[src/rtl/key_lock_pkg.sv]
// Shared types and constants for the keypad lock.
// Holds the FSM state encoding, special key codes and timer width.
// Imported by key_lock and key_capture.
package key_lock_pkg;

  // Width of the OPEN/LOCKOUT down-counter.
  localparam int TIMER_W = 24;

  // Special keypad codes; 0-9 are digits, A/B/E/F are ignored.
  localparam logic [3:0] KEY_CLEAR = 4'hC;
  localparam logic [3:0] KEY_ENTER = 4'hD;

  // Length of the digit buffer.
  localparam logic [2:0] MAX_DIGITS = 3'd4;

  typedef enum logic [1:0] {
    ST_ENTRY   = 2'd0,
    ST_OPEN    = 2'd1,
    ST_LOCKOUT = 2'd2
  } state_e;

  // True for the ten decimal digit keys.
  function automatic logic is_digit(input logic [3:0] k);
    return (k <= 4'd9);
  endfunction

endpackage

[src/rtl/key_capture.sv]
// Keypad front end: turns the Valid level into a single-cycle key strobe.
// Latency: strobe is combinational from Valid and the registered Valid history.
// Backpressure: none; a held key yields one strobe, later edges while held are ignored.
module key_capture
  import key_lock_pkg::*;
(
  input  logic       Clk,
  input  logic       Reset,
  input  logic       Valid,
  input  logic [3:0] Code,
  output logic       key_stb_o,
  output logic [3:0] key_o
);

  // Valid history; forced high in reset so a key held through reset
  // release does not look like a fresh press.
  logic valid_q;

  // Track the previous-cycle Valid level for rising-edge detection.
  always_ff @(posedge Clk) begin
    if (Reset) begin
      valid_q <= 1'b1;
    end else begin
      valid_q <= Valid;
    end
  end

  // The key code is consumed by the lock FSM on the very edge that
  // samples the strobe, so the code is registered there.
  assign key_stb_o = Valid & ~valid_q;
  assign key_o     = Code;

endmodule

[src/rtl/key_lock.sv]
// Four-digit BCD keypad lock with timed OPEN window and failed-attempt lockout.
// Latency: an accepted key affects Entry/Count/Unlock/Locked/Error one Clk later.
// Backpressure: none; keys arriving outside ENTRY are dropped, not queued.
module key_lock
  import key_lock_pkg::*;
#(
  parameter logic [15:0]        PASSCODE       = 16'h1234,
  parameter logic [TIMER_W-1:0] UNLOCK_CYCLES  = 24'd5_000_000,
  parameter logic [TIMER_W-1:0] LOCKOUT_CYCLES = 24'd10_000_000,
  parameter int unsigned        MAX_FAIL       = 3
) (
  input  logic        Clk,
  input  logic        Reset,
  input  logic [3:0]  Code,
  input  logic        Valid,
  output logic        Unlock,
  output logic        Locked,
  output logic        Error,
  output logic [15:0] Entry,
  output logic [2:0]  Count
);

  // Fail counter only needs to reach MAX_FAIL before it is cleared.
  localparam int FAIL_W = (MAX_FAIL < 2) ? 1 : $clog2(MAX_FAIL + 1);
  localparam logic [FAIL_W-1:0] FAIL_LIMIT = FAIL_W'(MAX_FAIL);

  logic               key_stb;
  logic [3:0]         key;

  state_e             state_q,  state_d;
  logic [15:0]        entry_q,  entry_d;
  logic [2:0]         count_q,  count_d;
  logic [FAIL_W-1:0]  fail_q,   fail_d;
  logic [FAIL_W-1:0]  fail_inc;
  logic [TIMER_W-1:0] timer_q,  timer_d;
  logic               error_q,  error_d;
  logic               unlock_q, unlock_d;
  logic               locked_q, locked_d;

  key_capture u_capture (
    .Clk       (Clk),
    .Reset     (Reset),
    .Valid     (Valid),
    .Code      (Code),
    .key_stb_o (key_stb),
    .key_o     (key)
  );

  assign fail_inc = fail_q + 1'b1;

  // Next-state logic: key handling in ENTRY, countdown in OPEN/LOCKOUT.
  always_comb begin
    state_d = state_q;
    entry_d = entry_q;
    count_d = count_q;
    fail_d  = fail_q;
    timer_d = timer_q;
    error_d = 1'b0;

    case (state_q)
      ST_ENTRY: begin
        if (key_stb) begin
          if (is_digit(key)) begin
            // Shift in the newest digit; beyond four the oldest falls off.
            entry_d = {entry_q[11:0], key};
            if (count_q < MAX_DIGITS) begin
              count_d = count_q + 3'd1;
            end
          end else if (key == KEY_CLEAR) begin
            entry_d = '0;
            count_d = '0;
          end else if (key == KEY_ENTER) begin
            if ((count_q == MAX_DIGITS) && (entry_q == PASSCODE)) begin
              // Digits stay visible while open; cleared on expiry.
              state_d = ST_OPEN;
              timer_d = UNLOCK_CYCLES;
              fail_d  = '0;
            end else begin
              error_d = 1'b1;
              entry_d = '0;
              count_d = '0;
              if (fail_inc >= FAIL_LIMIT) begin
                state_d = ST_LOCKOUT;
                timer_d = LOCKOUT_CYCLES;
                fail_d  = '0;
              end else begin
                fail_d  = fail_inc;
              end
            end
          end
          // A, B, E, F fall through untouched.
        end
      end

      ST_OPEN, ST_LOCKOUT: begin
        // The state lasts exactly the loaded number of cycles: the cycle
        // holding timer==1 is the last one, and the timer lands on 0 as
        // ENTRY resumes. Keys in this window, including the last cycle,
        // are dropped.
        if (timer_q <= TIMER_W'(1)) begin
          state_d = ST_ENTRY;
          timer_d = '0;
          entry_d = '0;
          count_d = '0;
        end else begin
          timer_d = timer_q - TIMER_W'(1);
        end
      end

      default: begin
        state_d = ST_ENTRY;
        entry_d = '0;
        count_d = '0;
        timer_d = '0;
      end
    endcase

    unlock_d = (state_d == ST_OPEN);
    locked_d = (state_d == ST_LOCKOUT);
  end

  // State and output registers; reset aborts OPEN/LOCKOUT on any cycle.
  always_ff @(posedge Clk) begin
    if (Reset) begin
      state_q  <= ST_ENTRY;
      entry_q  <= '0;
      count_q  <= '0;
      fail_q   <= '0;
      timer_q  <= '0;
      error_q  <= 1'b0;
      unlock_q <= 1'b0;
      locked_q <= 1'b0;
    end else begin
      state_q  <= state_d;
      entry_q  <= entry_d;
      count_q  <= count_d;
      fail_q   <= fail_d;
      timer_q  <= timer_d;
      error_q  <= error_d;
      unlock_q <= unlock_d;
      locked_q <= locked_d;
    end
  end

  assign Unlock = unlock_q;
  assign Locked = locked_q;
  assign Error  = error_q;
  assign Entry  = entry_q;
  assign Count  = count_q;

endmodule

[config.mk]
export PLATFORM = sky130hd
export DESIGN_NAME = key_lock
export DESIGN_NICKNAME = d
export VERILOG_FILES = /design/src/rtl/key_lock_pkg.sv /design/src/rtl/key_capture.sv /design/src/rtl/key_lock.sv
export SDC_FILE = /design/constraint.sdc
export NUM_CORES = 1
export LEC_CHECK = 0
export BUFFER_PORTS_ARGS = -buffer_cell sky130_fd_sc_hd__buf_4
export CAP_MARGIN = 20
export CORE_MARGIN = 3
export CORE_UTILIZATION = 58
export DETAILED_ROUTE_END_ITERATION = 7
export GPL_TIMING_DRIVEN = 0
export PLACE_DENSITY = 0.86
export SLEW_MARGIN = 20
export SYNTH_ARGS = -nofsm -noshare
export SYNTH_HDL_FRONTEND = slang
export SYNTH_SLANG_ARGS = --single-unit
[constraint.sdc]
create_clock -name Clk -period 2.7 [get_ports Clk]
set_input_delay 0.405 -clock Clk [delete_from_list [all_inputs] [get_ports Clk]]
set_output_delay 0.405 -clock Clk [all_outputs]
set_load 0.03 [all_outputs]
After elaboration in Yosys (flattened, before gate mapping)
Index checks and enable logic that the tools add are counted.
{"block": "op_classes", "n_mul": 0, "div": 0, "n_bitwise": 7, "n_lt_le_gt_ge": 4, "n_mux": 34, "n_reduce_logical": 8, "addsub": 3, "shift": 0, "n_eq_ne": 17}
{"cell": "$mux W24", "n": 7}
{"cell": "$mux W16", "n": 6}
{"cell": "$pmux W24 S2", "n": 1}
{"cell": "$pmux W16 S2", "n": 1}
{"cell": "$le A24 B1 Y1 const B", "n": 1}
{"cell": "$sub A24 B1 Y24 const B", "n": 1}
{"cell": "$mux W3", "n": 7}
{"cell": "$mux W2", "n": 9}
{"cell": "$eq A16 B13 Y1 const B", "n": 1}
{"cell": "$reduce_and A5 Y1", "n": 3}
{"cell": "$ne A2 B2 Y1 const B", "n": 5}
{"cell": "$eq A4 B4 Y1 const B", "n": 2}
{"cell": "$ne A4 B4 Y1 const B", "n": 2}
{"cell": "$ne A3 B3 Y1 const B", "n": 2}
{"cell": "$not A1 Y1", "n": 6}
{"cell": "$pmux W3 S2", "n": 1}
{"cell": "$reduce_or A6 Y1", "n": 1}
{"cell": "$eq A2 B1 Y1 const B", "n": 2}
{"cell": "$eq A2 B2 Y1 const B", "n": 2}
{"cell": "$le A4 B4 Y1 const B", "n": 1}
{"cell": "$pmux W2 S2", "n": 1}
{"cell": "$reduce_and A4 Y1", "n": 1}
{"cell": "$add A3 B1 Y3 const B", "n": 1}
{"cell": "$eq A3 B3 Y1 const B", "n": 1}
{"cell": "other kinds (8)", "n": 8}
{"block": "totals", "input_bits": 7, "output_inout_bits": 22, "romBits": 0, "wordCells": 82, "mem_bits_rw": 0, "latchBits": 0, "n_memories": 0, "ff_bits": 51}

Longest topological paths before layout
Gate-level depths: netlist (run 1).
{"block": "logic_depth", "word_depth": 10, "depth_mapped": 10, "mapped_depth_nobuf": 8}

Hierarchy
Synthesis (run 1) repeated with hierarchy kept, for this count alone.
{"block": "unflattened", "hier_cells": 338, "area_unflattened_um2": 2652.5}
{"mod": "key_lock", "n_inst": 1, "cells_per_inst": 331, "area_per_inst_um2": 2590.0, "seq_area_each_um2": 1001.0}
{"mod": "key_capture", "n_inst": 1, "cells_per_inst": 7, "area_per_inst_um2": 62.6, "seq_area_each_um2": 20.0}

Least setup slack after synthesis (run 1)
No wires, ideal clock.
{"block": "synth_path", "path_kind": "reg2reg", "start": "reg count_q[0] (netlist: Count[0])", "end": "reg timer_q[23]", "period_less_slack_ps": 2143, "arrival_ps": 2016, "path_buffers": 1, "path_slack_ps": 557, "setup_time_ps": 127, "path_stages_with_launch": 10, "t_required_ps": 2573, "path_cell_list": "dfxtp_1 inv_1 ha_1 nor4bb_1 and4_1 a31o_2 buf_4 and2b_1 a32oi_1 o21ai_1"}
{"block": "synth_between", "elab_chain_len": 8, "elab_cells_between_ends": 10, "cone_classes": "eq/ne: 2; mux: 6; reduce/logical: 2"}
{"element": "start, declared", "line_no": "key_lock.sv:32", "source": "logic [2:0] count_q, count_d;"}
{"element": "start signal, assigned", "line_no": "key_lock.sv:136", "source": "count_q <= count_d;"}
{"element": "$eq A3 B3 Y1 *", "line_no": "key_lock.sv:73", "source": "if ((count_q == MAX_DIGITS) && (entry_q == PASSCODE)) begin"}
{"element": "$logic_and A1 B1 Y1 *", "line_no": "key_lock.sv:73"}
{"element": "$mux W24", "line_no": "key_lock.sv:73"}
{"element": "$mux W24", "line_no": "key_lock.sv:72", "source": "end else if (key == KEY_ENTER) begin"}
{"element": "$mux W24", "line_no": "key_lock.sv:69", "source": "end else if (key == KEY_CLEAR) begin"}
{"element": "$mux W24", "line_no": "key_lock.sv:63", "source": "if (is_digit(key)) begin"}
{"element": "$mux W24", "line_no": "key_lock.sv:62", "source": "if (key_stb) begin"}
{"element": "$pmux W24 S2", "line_no": "key_lock.sv:60", "source": "case (state_q)"}
{"element": "end signal, assigned", "line_no": "key_lock.sv:138", "source": "timer_q <= timer_d;"}
{"element": "end, declared", "line_no": "key_lock.sv:35", "source": "logic [TIMER_W-1:0] timer_q, timer_d;"}
Every way passes the cells marked *; elsewhere a longest branch is shown, timed or not. The select of a mux whose other input is x is not followed.
A chain may end at the register's enable or synchronous reset.

Worst setup path after layout (run 1)
{"block": "layout_path", "start": "reg entry_q[0] (netlist: Entry[0])", "end": "reg entry_q[5] (netlist: Entry[5])"}
{"block": "layout_between", "elab_chain_len": 4}
{"element": "start, declared", "line_no": "key_lock.sv:31", "source": "logic [15:0] entry_q, entry_d;"}
{"element": "start signal, assigned", "line_no": "key_lock.sv:135", "source": "entry_q <= entry_d;"}
{"element": "$eq A16 B13 Y1", "line_no": "key_lock.sv:73"}
{"element": "$logic_and A1 B1 Y1", "line_no": "key_lock.sv:73"}
{"element": "$ne A4 B4 Y1 (no line)"}
{"element": "$reduce_and A4 Y1 (no line)"}
No other way between the ends.

==> results of run 1 <==
cells in the mapped netlist, drive strengths merged (3+ instances only):
| library cell | number |
|---|---|
| ha | 6 |
| o31ai | 6 |
| nand4b | 3 |
| nand3b | 3 |
| xor2 | 10 |
| nor4b | 3 |
| a32o | 5 |
| nor4 | 8 |
| dfxtp | 51 |
| o22ai | 3 |
| nor3 | 10 |
| o21ai | 15 |
| a21oi | 24 |
| and2 | 6 |
| nand4 | 6 |
| clkbuf | 6 |
| xnor2 | 3 |
| nand3 | 24 |
| inv | 10 |
| nor2b | 3 |
| o41ai | 3 |
| and3 | 3 |
| buf | 11 |
| nor2 | 30 |
| nand2 | 38 |
placed cells by master, fill, tap and decap left out, types with 4 or more instances in the layout:
master    instances
nand3_2           9
nor4_1            5
nor3_1           10
clkbuf_8          5
buf_4            31
nand2_1          38
o31ai_1           6
o21ai_1           4
xor2_1           10
o21ai_0          10
nand4_1           4
nor2_1           30
a32o_1            5
inv_1            10
a21oi_1          15
nand3_1          15
a21oi_2           9
dfxtp_1          51
ha_1              6
and2_1            6
clkbuf_1          7
through the flow:
stage / worst slack [ps] / cell area, um^2 / total power, W
after floorplan: 557 / 2770 / 0.000821
after global placement: 398 / 3050 / 0.000846
after detailed placement: 399 / 3050 / 0.000847
after CTS: 372 / 3150 / 0.00135
after global routing: 159 / 3150 / 0.00139
final: 332 / 3150 / 0.00135
routing by layer:
layer	vias up	GRT usage, %	wire length, um
met1	1234	36.6	3140
met3	5	5.61	451
met4	0	7.77	55
met2	102	40.1	3200
li1	1241	-	-
met5	-	0	0
state kept, by name (all words and copies together) (netlist names):
| name | cells |
|---|---|
| Count | 3 |
| Entry | 16 |
| Error | 1 |
| Locked | 1 |
| Unlock | 1 |
| fail_q | 2 |
| state_q | 2 |
| timer_q | 24 |
| u_capture.valid_q | 1 |
final timing paths:
path	end	from	slack (ps)	cells past startpoint
hold reg to reg	fail_q[1]	fail_q[1]	490	2
setup / recovery	Entry[5]	Entry[0]	330	7
hold / removal	u_capture.valid_q	Valid	310	2
setup reg to reg	Entry[5]	Entry[0]	330	7
area by class of cell:
class / count / area [um^2] / share of cell area (%)
flip-flops and latches: 51 / 1020 / 32.4
multi-input cells: 244 / 1600 / 50.9
clock inverters: 1 / 30.0 / 0.953
well taps: 52 / 65.1 / 2.07
inverters: 10 / 37.5 / 1.19
plain buffers: 17 / 110 / 3.49
clock buffers: 6 / 72.6 / 2.30
repair buffers: 28 / 210 / 6.67
power by group through the flow:
stage               registers (W)  clock network, W  logic (W)
floorplan                0.000778                 0  0.0000428
global placement         0.000775                 0  0.0000719
detailed placement       0.000775                 0  0.0000725
CTS                      0.000757          0.000522  0.0000729
global route             0.000758          0.000555  0.0000797
finish                   0.000757          0.000520  0.0000740
cells by family (layout without fill, tap and decap cells):
| logic type | after synthesis | after routing | share of synthesized area [%] |
|---|---|---|---|
| DFF | 51 | 51 | 36.8 |
| xor gates and xnor gates | 13 | 13 | 4.11 |
| adders and majority gates | 6 | 6 | 2.71 |
| buffers and inverters | 27 | 62 | 5.32 |
| muxes | 1 | 1 | 0.361 |
| and+or+nand+nor | 149 | 149 | 30.6 |
| AOI/OAI and AO/OA | 75 | 75 | 20.0 |
==> impl_metrics.env, run 1 <==
export IMPL_outcome="finished, final reports clean"
export IMPL_clockPowerShare_pct=38.5
export IMPL_grt_pass1_vias=2338
export IMPL_synth_fp_nets=335
export IMPL_portBuffers=28
export IMPL_die_w_um=75.1
export IMPL_layout_cells_non_filler=409
export IMPL_crit_type="flop to flop"
export IMPL_seqPwrFrac_pct=56.1
export IMPL_synth_cells=322
export IMPL_die_h_um=75.1
export IMPL_cts_clk_slew_worst_paths_ps=80
export IMPL_path_max_fanout=10
export IMPL_p_per_area_mw_per_mm2=429
export IMPL_ioPinCount=29
export IMPL_cts_buffer_depth=2
export IMPL_drt_first_pass_iters=5
export IMPL_grt_start_max_net_pins=15
export IMPL_worstSkewPairLatency_ps=310
export IMPL_fin_nets=370
export IMPL_relSlewSlack_pct=57.0
export IMPL_ys_flop_type="dfxtp_1"
export IMPL_post_synth_cell_area_avg_um2=8.61
export IMPL_vias=2582
export IMPL_synth_top_cell_area_share_pct=36.8
export IMPL_syn_to_final_growth_pct=13.6
export IMPL_initial_core_util_pct=62.0
export IMPL_cts_setup_buffers=0
export IMPL_hold_viol=0
export IMPL_cp_start_kind="flop"
export IMPL_switchingPower_w=0.000300
export IMPL_routed_wl_mm=6.84
export IMPL_switching_share_pct=22.2
export IMPL_peakVddDrop_uv=283
export IMPL_grt_pass1_wl_mm=11.3
export IMPL_pwr_share_comb_pct=5.5
export IMPL_max_freq_ghz=0.422
export IMPL_crit_family="simple AND/OR/NAND/NOR gates"
export IMPL_max_stage_delay_ps=570
export IMPL_wire_per_inst_um=16.7
export IMPL_cts_buffers=5
export IMPL_grt_ovfl_total=0
export IMPL_setup_viol=0
export IMPL_dp_hpwl_mm=4.80
export IMPL_final_util_pct=70.4
export IMPL_path_cells="nor4b_1 > and3_1 > nand4_2 > o311ai_4 > buf_6 > nand2_1 > a21oi_2"
export IMPL_min_path_type="input pin to flop"
export IMPL_row_count=24
export IMPL_drtIter0Drc=191
export IMPL_cts_resized=0
export IMPL_cts_tree="built"
export IMPL_cts_htree_levels=2
export IMPL_synth_edf_count=0
export IMPL_core_area_mm2=0.00447
export IMPL_synth_warnings=0
export IMPL_tns_ps=0
export IMPL_gp_congestion=0.914
export IMPL_drc=0
export IMPL_maxCapViolCount=0
export IMPL_timing_final_crit_share_pct=87.7
export IMPL_vias_per_cell=6.31
export IMPL_syn_area_mm2=0.00277
export IMPL_worst_pin_slew_ps=645
export IMPL_postRouteAntennaNets=0
export IMPL_holdWs_ps=314
export IMPL_antenna_found_initial=0
export IMPL_crit_arrival_ps=2600
export IMPL_async_reset_ff_share_pct=0
export IMPL_place_inst=402
export IMPL_antenna_cells=0
export IMPL_cp_buffers_inverters=1
export IMPL_critPathRequiredTime_ps=2930
export IMPL_slowest_stage="o311ai_4"
export IMPL_synth_cell_types=62
export IMPL_ys_ff_latch=51
export IMPL_finalClockSkew_ps=13.2
export IMPL_drive_above_1_share_pct=21.0
export IMPL_cts_sinks=51
export IMPL_slew_violations=0
export IMPL_grt_usage_pct=26.0
export IMPL_die_area_mm2=0.00565
export IMPL_cts_root_buffer="clkbuf_8"
export IMPL_leakagePower_nw=1.20
export IMPL_rsz0062_at_grt="no"
export IMPL_ys_top_cells_by_area="dfxtp_1 37%, nand2_1 5.1%, nor2_1 4.1%"
export IMPL_fin_crit_ps=2370
export IMPL_hold_buffers=0
export IMPL_yosys_area_top_type="dfxtp_1"
export IMPL_fillers=368
export IMPL_power_internal_w=0.00105
export IMPL_synth_seq_area_share_pct=36.8
export IMPL_worstSetupEndpointType="flop"
Power figures use the tool's default switching activity.
==> inputs of run 2 (changes only) <==
CELL_PAD_IN_SITES_DETAIL_PLACEMENT = 0   (was not set)
CELL_PAD_IN_SITES_GLOBAL_PLACEMENT = 1   (was not set)
CORE_UTILIZATION = 44   (was 58)
==> run 2 against run 1 <==
- non-clock buffer count unchanged
- sequential power about the same
- first-iteration DRC count decreased by 19%
- worst hold slack got worse by 10 ps
- combinational power about the same
- total power about the same
- global-route usage decreased by 6.2 points
- register-to-register slack about the same
- cell count increased by 5.6%
- maximum frequency increased by 0.12%
==> impl_metrics.env, run 2 (synthesis gave the netlist of run 1 again) <==
export IMPL_relSlewSlack_pct=59.6
export IMPL_finalClockSkew_ps=11.1
export IMPL_grt_ovfl_total=0
export IMPL_portBuffers=28
export IMPL_row_count=28
export IMPL_vias=2515
export IMPL_clockPowerShare_pct=38.5
export IMPL_top_register="timer_q"
export IMPL_grt_pass1_vias=2405
export IMPL_slew_violations=0
export IMPL_pwr_share_comb_pct=5.5
export IMPL_total_power_w=0.00135
export IMPL_outcome="finished, final reports clean"
export IMPL_tns_ps=0
export IMPL_cts_setup_buffers=0
export IMPL_worstSetupEndpointType="flop"
export IMPL_rsz0062_at_grt="no"
export IMPL_vias_per_cell=5.82
export IMPL_cts_resized=0
export IMPL_hold_buffers=0
export IMPL_core_area_mm2=0.00603
export IMPL_final_common_cell="dfxtp_1"
export IMPL_r2r_worst_path_cells=9
export IMPL_grt_start_max_net_pins=15
export IMPL_cts_buffers=5
export IMPL_cts_root_buffer="clkbuf_8"
export IMPL_die_h_um=85.4
export IMPL_switchingPower_w=0.000300
export IMPL_wire_per_inst_um=16.0
export IMPL_largest_reg_flops=24
export IMPL_routed_wl_mm=6.92
export IMPL_die_area_mm2=0.00729
export IMPL_min_path_type="input pin to flop"
export IMPL_cts_tree="built"
export IMPL_cts_buffer_depth=2
export IMPL_timing_final_crit_share_pct=87.6
export IMPL_cts_clk_slew_worst_paths_ps=90
export IMPL_syn_to_final_growth_pct=14.7
export IMPL_p_per_area_mw_per_mm2=425
export IMPL_cts_sinks=51
export IMPL_final_cell_mix="51 x dfxtp_1, 38 x nand2_1, 31 x buf_4"
export IMPL_switching_share_pct=22.2
export IMPL_antenna_cells=0
export IMPL_power_internal_w=0.00105
export IMPL_postRouteAntennaNets=0
export IMPL_antenna_found_initial=0
export IMPL_gp_congestion=0.878
export IMPL_drive_above_1_share_pct=21.0
export IMPL_drt_first_pass_iters=6
export IMPL_crit_arrival_ps=2600
export IMPL_setup_viol=0
export IMPL_peakVddDrop_uv=245
export IMPL_hold_viol=0
export IMPL_leakagePower_nw=1.20
export IMPL_dp_hpwl_mm=4.96
export IMPL_ioPinCount=29
export IMPL_die_w_um=85.4
export IMPL_critPathRequiredTime_ps=2930
export IMPL_worst_pin_slew_ps=607
export IMPL_path_max_fanout=10
export IMPL_cp_start_kind="flop"
export IMPL_max_freq_ghz=0.423
export IMPL_grt_usage_pct=19.8
export IMPL_crit_type="flop to flop"
export IMPL_fin_nets=370
export IMPL_grt_pass1_wl_mm=11.8
export IMPL_hold_depth=2
export IMPL_initial_core_util_pct=46.0
export IMPL_cts_htree_levels=2
export IMPL_drtIter0Drc=154
export IMPL_maxCapViolCount=0
export IMPL_fin_crit_ps=2370
export IMPL_worstSkewPairLatency_ps=300
export IMPL_drc=0
export IMPL_seqPwrFrac_pct=56.1
[run 2: metal layers]
layer / share of wire [%] / GRT usage (%) / vias to the layer above
met4: 0.91 / 5.04 / 0
met2: 43 / 28.7 / 75
met3: 4.6 / 3.88 / 7
met1: 52 / 29.8 / 1198
li1: - / - / 1235
met5: 0 / 0 / -
[run 2: final timing paths]
kind / slack, ps / start / endpoint
hold reg to reg: 490 / Entry[6] / Entry[6]
setup reg to reg: 330 / Count[0] / Entry[2]
hold / removal: 300 / Valid / u_capture.valid_q
setup / recovery: 330 / Count[0] / Entry[2]
[run 2: worst max-delay path, cell delays in order, from the launching register on]
cell	delay, ps
dfxtp_1	350
inv_1	80
ha_1	150
nor4b_1	280
and3_1	220
nand4_2	240
o311ai_4	570
buf_6	220
nand2_1	60
a21oi_1	120
[run 2: power groups by stage]
stage	Sequential [W]	Clock, W	Combinational (W)
2_1_floorplan	0.000778	0	0.0000428
3_3_place_gp	0.000775	0	0.0000736
3_5_place_dp	0.000775	0	0.0000740
4_1_cts	0.000757	0.000532	0.0000740
5_1_grt	0.000758	0.000560	0.0000803
6_report	0.000757	0.000519	0.0000738
[run 2: cell type report]
type / count / area [um^2]
Tap cell: 75 / 93.8
Clock buffer: 6 / 72.6
Multi-Input combinational cell: 244 / 1600
Sequential cell: 51 / 1020
Buffer: 17 / 110
Timing Repair Buffer: 28 / 210
Clock inverter: 1 / 30.0
Fill cell: 583 / 2850
Inverter: 10 / 37.5
[run 2: through the flow]
| stage | utilization [%] | instance area [um^2] | cells | hold slack [ps] | worst slack, ps |
|---|---|---|---|---|---|
| after global placement | 51.1 | 3080 | 425 | 470 | 337 |
| final | 52.8 | 3180 | 432 | 303 | 335 |
| after detailed placement | 51.1 | 3080 | 425 | 471 | 349 |
| after CTS | 52.8 | 3180 | 432 | 301 | 325 |
| after global routing | 52.8 | 3180 | 432 | 308 | 102 |
| after floorplan | - | 2770 | 322 | 454 | 557 |
